### config.mk
export PLATFORM = sky130hd
export DESIGN_NAME = calc_seq_ctrl
export DESIGN_NICKNAME = d
export VERILOG_FILES = /design/src/rtl/calc_pkg.sv /design/src/rtl/calc_iter_div.sv /design/src/rtl/calc_seq_ctrl.sv
export SDC_FILE = /design/constraint.sdc
export NUM_CORES = 1
export LEC_CHECK = 0
export BUFFER_PORTS_ARGS = -buffer_cell sky130_fd_sc_hd__buf_2
export CORE_MARGIN = 1.5
export CORE_UTILIZATION = 50
export CTS_BUF_LIST = sky130_fd_sc_hd__clkbuf_16
export DETAILED_ROUTE_END_ITERATION = 8
export GPL_ROUTABILITY_DRIVEN = 0
export GPL_TIMING_DRIVEN = 0
export PLACE_DENSITY = 0.71
export RECOVER_POWER = 50
export SLEW_MARGIN = 20
export SYNTH_ARGS = -nofsm -noshare
export SYNTH_HDL_FRONTEND = slang
export SYNTH_SLANG_ARGS = --single-unit
### constraint.sdc
create_clock -name clk -period 6 [get_ports clk]
set_clock_uncertainty 0.15 [all_clocks]
set_input_delay 0.9 -clock clk [delete_from_list [all_inputs] [get_ports clk]]
set_output_delay 0.9 -clock clk [all_outputs]
set_load 0.02 [all_outputs]
### src/rtl/calc_pkg.sv
// rtl/calc_pkg.sv - shared types and step indices for the calc sequencer
package calc_pkg;

  typedef enum logic [2:0] {IDLE, CALC, DIVW, FIN, DONE} calc_state_t;

  typedef enum logic {ADD, SUB} alu_op_t;

  localparam logic [2:0] STEP_AB  = 3'd0;
  localparam logic [2:0] STEP_S5  = 3'd1;
  localparam logic [2:0] STEP_T   = 3'd2;
  localparam logic [2:0] STEP_S4  = 3'd3;
  localparam logic [2:0] STEP_U0  = 3'd4;
  localparam logic [2:0] STEP_UD  = 3'd5;
  localparam logic [2:0] STEP_UC  = 3'd6;
  localparam logic [2:0] STEP_S6  = 3'd7;

endpackage

### src/rtl/calc_iter_div.sv
// rtl/calc_iter_div.sv - restoring divider, one bit per clock, remainder only
// The first iteration runs on the start edge so done is visible BW-1 edges later.
module calc_iter_div #(
  parameter int BW = 8
) (
  input  logic          clk,
  input  logic          rst_n,
  input  logic          start,
  input  logic [BW-1:0] dividend,
  input  logic [BW-1:0] divisor,
  output logic          done,
  output logic [BW-1:0] rem
);

  localparam int CW = $clog2(BW + 1);

  logic [BW-1:0] dvd_q;
  logic [BW-1:0] dvs_q;
  logic [CW-1:0] cnt_q;
  logic          run_q;

  logic [BW-1:0] rem_in;
  logic [BW-1:0] dvs_in;
  logic          bit_in;
  logic [BW:0]   trial;
  logic [BW-1:0] rem_next;

  // A zero divisor always "fits", so the remainder just shifts in the dividend.
  always_comb begin
    rem_in = start ? '0 : rem;
    bit_in = start ? dividend[BW-1] : dvd_q[BW-1];
    dvs_in = start ? divisor : dvs_q;
    trial  = {rem_in, bit_in};
    if (trial >= {1'b0, dvs_in})
      rem_next = BW'(trial - {1'b0, dvs_in});
    else
      rem_next = trial[BW-1:0];
  end

  always_ff @(posedge clk or negedge rst_n) begin
    if (!rst_n) begin
      rem   <= '0;
      dvd_q <= '0;
      dvs_q <= '0;
      cnt_q <= '0;
      run_q <= 1'b0;
      done  <= 1'b0;
    end else if (start) begin
      rem   <= rem_next;
      dvd_q <= dividend << 1;
      dvs_q <= divisor;
      cnt_q <= CW'(BW - 1);
      run_q <= (BW > 1);
      done  <= (BW == 1);
    end else if (run_q) begin
      rem   <= rem_next;
      dvd_q <= dvd_q << 1;
      cnt_q <= cnt_q - CW'(1);
      if (cnt_q == CW'(1)) begin
        run_q <= 1'b0;
        done  <= 1'b1;
      end
    end
  end

endmodule

### src/rtl/calc_seq_ctrl.sv
// rtl/calc_seq_ctrl.sv - time-multiplexed ALU/multiplier sequencer producing s1..s6
// Define CALC_MOD_EN to add the iterative divider and the s3 = (a % b) + d path.
module calc_seq_ctrl
  import calc_pkg::*;
#(
  parameter int BW = 8
) (
  input  logic          clk,
  input  logic          rst_n,
  input  logic          in_valid,
  output logic          in_ready,
  input  logic [BW-1:0] a,
  input  logic [BW-1:0] b,
  input  logic [BW-1:0] c,
  input  logic [BW-1:0] d,
  output logic          out_valid,
  input  logic          out_ready,
  output logic [BW-1:0] s1,
  output logic [BW-1:0] s2,
  output logic [BW-1:0] s3,
  output logic [BW-1:0] s4,
  output logic [BW-1:0] s5,
  output logic [BW-1:0] s6,
  output logic          busy
);

  calc_state_t   state;
  logic [2:0]    step;
  logic [BW-1:0] a_r, b_r, c_r, d_r;
  logic [BW-1:0] p, t, u;
  logic          accept;
  logic [BW-1:0] mul_lo;
  alu_op_t       alu_op;
  logic [BW-1:0] alu_x, alu_y, alu_res;

  assign in_ready = (state == IDLE);
  assign busy     = (state != IDLE);
  assign accept   = in_valid && in_ready;
  assign mul_lo   = a_r * b_r;

`ifdef CALC_MOD_EN
  logic          div_done;
  logic [BW-1:0] div_rem;

  // Divider takes operands straight from the ports on the accept edge.
  calc_iter_div #(.BW(BW)) u_div (
    .clk      (clk),
    .rst_n    (rst_n),
    .start    (accept),
    .dividend (a),
    .divisor  (b),
    .done     (div_done),
    .rem      (div_rem)
  );
`endif

  always_comb begin
    alu_op = ADD;
    alu_x  = a_r;
    alu_y  = b_r;
    case (step)
      STEP_S5: alu_op = SUB;
      STEP_T:  begin alu_x = c_r; alu_y = d_r; end
      STEP_S4: begin alu_x = t;   alu_y = p;   end
      STEP_U0: begin alu_x = p;   alu_y = a_r; end
      STEP_UD: begin alu_x = u;   alu_y = d_r; end
      STEP_UC: begin alu_x = u;   alu_y = c_r; end
      STEP_S6: begin alu_op = SUB; alu_x = u; alu_y = b_r; end
      default: ;
    endcase
`ifdef CALC_MOD_EN
    if (state == FIN) begin
      alu_op = ADD;
      alu_x  = div_rem;
      alu_y  = d_r;
    end
`endif
    alu_res = (alu_op == ADD) ? alu_x + alu_y : alu_x - alu_y;
  end

  always_ff @(posedge clk or negedge rst_n) begin
    if (!rst_n) begin
      state     <= IDLE;
      step      <= '0;
      a_r       <= '0;
      b_r       <= '0;
      c_r       <= '0;
      d_r       <= '0;
      p         <= '0;
      t         <= '0;
      u         <= '0;
      s1        <= '0;
      s2        <= '0;
      s3        <= '0;
      s4        <= '0;
      s5        <= '0;
      s6        <= '0;
      out_valid <= 1'b0;
    end else begin
      case (state)
        IDLE: if (accept) begin
          a_r   <= a;
          b_r   <= b;
          c_r   <= c;
          d_r   <= d;
          step  <= STEP_AB;
          state <= CALC;
        end
        CALC: begin
          step <= step + 3'd1;
          case (step)
            STEP_AB: begin p <= mul_lo; s1 <= alu_res; end
            STEP_S5: s5 <= alu_res;
            STEP_T:  t  <= alu_res;
            STEP_S4: s4 <= alu_res;
            STEP_U0, STEP_UD, STEP_UC: u <= alu_res;
            STEP_S6: begin
              s6 <= alu_res;
`ifdef CALC_MOD_EN
              state <= div_done ? FIN : DIVW;
`else
              s3        <= d_r;
              s2        <= p;
              out_valid <= 1'b1;
              state     <= DONE;
`endif
            end
          endcase
        end
`ifdef CALC_MOD_EN
        DIVW: if (div_done) state <= FIN;
        FIN: begin
          s3        <= alu_res;
          s2        <= p;
          out_valid <= 1'b1;
          state     <= DONE;
        end
`endif
        DONE: if (out_ready) begin
          out_valid <= 1'b0;
          state     <= IDLE;
        end
        default: state <= IDLE;
      endcase
    end
  end

endmodule

==> results.cfg <==
[synthesis]
synth-seq-area-share_pct = 45.7
synth_top_family_by_area = simple AND/OR/NAND/NOR gates
avgSynthCellArea_um2 = 10.5
muxShareOfSynthArea_pct = 11.0
ys_seq_elements = 110
async_flop_share_pct = 100
syn_area_um2 = 6020
synth_compound_area_share_pct = 11.6
syn-instance-count = 575
ys.flop_type = dfrtp_1
synth_edf_count = 0
yosys_warnings = 0
synth-xor-area-share_pct = 4.20
synth_fp_nets = 654
synth.distinct_cells = 44
synthAdderAreaFrac_pct = 10.6
synthSimpleGateAreaFrac_pct = 12.3

[routing]
drt_pass1_iterations = 9
drt-initial-drc-count = 396
drc = 1
ant_nets = 0
via_count = 4600
wl_per_cell_um = 17.7
viasPerCell = 5.60
routed_wl_mm = 14.6

[finish]
diodes = 0
most-common-layout-cells = dfrtp_1, nand2_1, buf_2
areaGrowthSynthToFinish_pct = 14.6
post_route_cells_drive_above_1_share_pct = 23.7
final_common_cell = dfrtp_1
fillers = 987
fin_nets = 752

[grt]
antenna_found_initial = 0
grt_pass1_vias = 4906
grt_overflow = 0
grt_pass1_wl_mm = 24.4
grt_max_degree = 61
track_usage_pct = 24.8

[timing]
finalCritPeriodShare_pct = 78.8
finalHoldViolCount = 0
grt_setup_unrepaired = false
maxSlewHeadroom_pct = -82.3
fin_crit_ns = 4.73
slew_viol_final = 52
setup_viol = 0
tns_ns = 0
fmax_ghz = 0.211
worst_slew_pin_slew_ns = 2.74

[critical_path]
worst_r2r_path_depth = 18
path_max_fanout = 10
critical_path.max_stage_delay_ns = 0.59
crit_required_ns = 6.13
end_kind = register
r2r_setup_slack_ns = 1.27
critical-path-slowest-cell = xor3_2
r2r_end = u[7]
crit_arrival_ns = 4.86
cp_common_cell = ha_1
worstSetupPathType = register to register
reg2reg_from = step[0]
worstPathCellList = ha_1, ha_1, buf_6, or2_1, buf_6, or2_1, buf_6, a31o_2, ha_1, inv_1, o21ai_0, xnor2_1, ha_1, or4_1, o22ai_1, xor3_2, nand2b_1, o211ai_1
critPathLaunchType = register

[worst_hold_path]
holdPathStages = 2
hold_class = register to register
whs_endpoint = s1[4]
hp-start = s1[4]

[floorplanning]
die_h_um = 113
initial_core_util_pct = 52.1
die_w_um = 113
num_rows = 39
die_area_um2 = 12700
pin_count = 87
coreArea_um2 = 11600

[outcome]
violations = design-rule violations, max-capacitance violations, max-slew violations
status = finished with violations

[place]
place_hpwl_mm = 10.8
placement.io_buffers = 86

[cts]
cts_tree = built
insertion_delay_ns = 0.36
clkTransAtPathRegs_ns = 0.07
cts_buffer_depth = 2
cts_sinks = 110
ctsResizeCount = 0
cts_hold_buf = 0
cts_buffers = 9
cts_root_buf = clkbuf_16
post_cts_buffers = 0
h-tree-depth = 3

[flow_run]
cap_violations = 1
## logic make-up after synthesis
kind of cell               Yosys count
and+or+nand+nor                    165
DFF                                110
AOI/OAI and AO/OA                  106
buffers and inverters               65
muxes                               59
adders and majority gates           43
xor gates and xnor gates            27
## critical path, delay by kind of cell (launching register included)
family	cells	cell delay (ns)
simple gates	4	1.16
fa+ha+maj	4	0.85
compound gates	4	0.80
xor+xnor	2	0.76
buf+inv	4	0.50
flops	1	0.43
## per-layer routing
layer	part of all wire, %	vias to the layer above	track usage [%]	wire [um]
li1	-	2174	-	-
met1	42	2252	31.3	6190
met2	49	153	41.7	7200
met3	6.1	21	5.46	883
met4	2.0	0	9.79	292
met5	0	-	0	0
## registers in the layout, indices dropped and copies added, names as in the netlist
name and flops:
s6 8, u 8, s4 8, p 8, a_r 8, d_r 8
c_r 8, s5 8, s3 8, t 8, out_valid 1, step 3
b_r 8, s2 8, state 2, s1 8
## cell usage after synthesis (all sizes together) (5+ instances only)
master	n	area share, %
a21oi	10	0.83
a222oi	15	2.5
a31o	7	1.0
and2	18	1.9
buf	12	1.3
clkbuf	18	1.1
dfrtp	110	46
fa	13	4.3
ha	30	6.2
inv	35	2.2
mux2	58	11
nand2	106	6.6
nand2b	8	0.83
nand3	9	0.75
nor2	6	0.37
nor3	10	1.0
o21ai	53	4.4
xnor2	21	3.1
xor2	5	0.73
## through the flow
| step | std cells | cell area (um2) | util [%] | setup WS, ns | hold WS, ns |
|---|---|---|---|---|---|
| final | 821 | 6900 | 59.7 | 1.27 | 0.332 |
| after global routing | 821 | 6900 | 59.7 | 1.08 | 0.368 |
| after CTS | 821 | 6960 | 60.2 | 1.31 | 0.333 |
| after detailed placement | 805 | 6670 | 57.7 | 1.33 | 0.318 |
| after global placement | 804 | 6630 | 57.4 | 1.48 | 0.311 |
| after floorplan | 575 | 6020 | - | 1.77 | 0.296 |
## layout make-up
type	instances	area (um2)	share of cell area, %
well taps	143	179	2.59
clock inverters	7	63.8	0.924
inverters	35	131	1.90
clock buffers	9	225	3.26
repair buffers	87	410	5.95
multi-input cells	400	2990	43.3
flip-flops and latches	110	2750	39.9
plain buffers	30	149	2.16
## worst max-delay path by stage
stage / slack (ns) / depth (start not counted) / start / end
final: 1.27 / 18 / step[0] / u[7]
after global routing: 1.08 / 18 / step[0] / t[7]
after CTS: 1.31 / 18 / step[0] / u[7]
after detailed placement: 1.33 / 18 / step[0] / u[7]
after global placement: 1.48 / 18 / step[0] / u[7]
after floorplan: 1.77 / 18 / step[0] / s1[7]
Power is left out: the tool's default activity adds up to more than one toggle a clock period on the data nets, which glitch-free logic cannot reach.
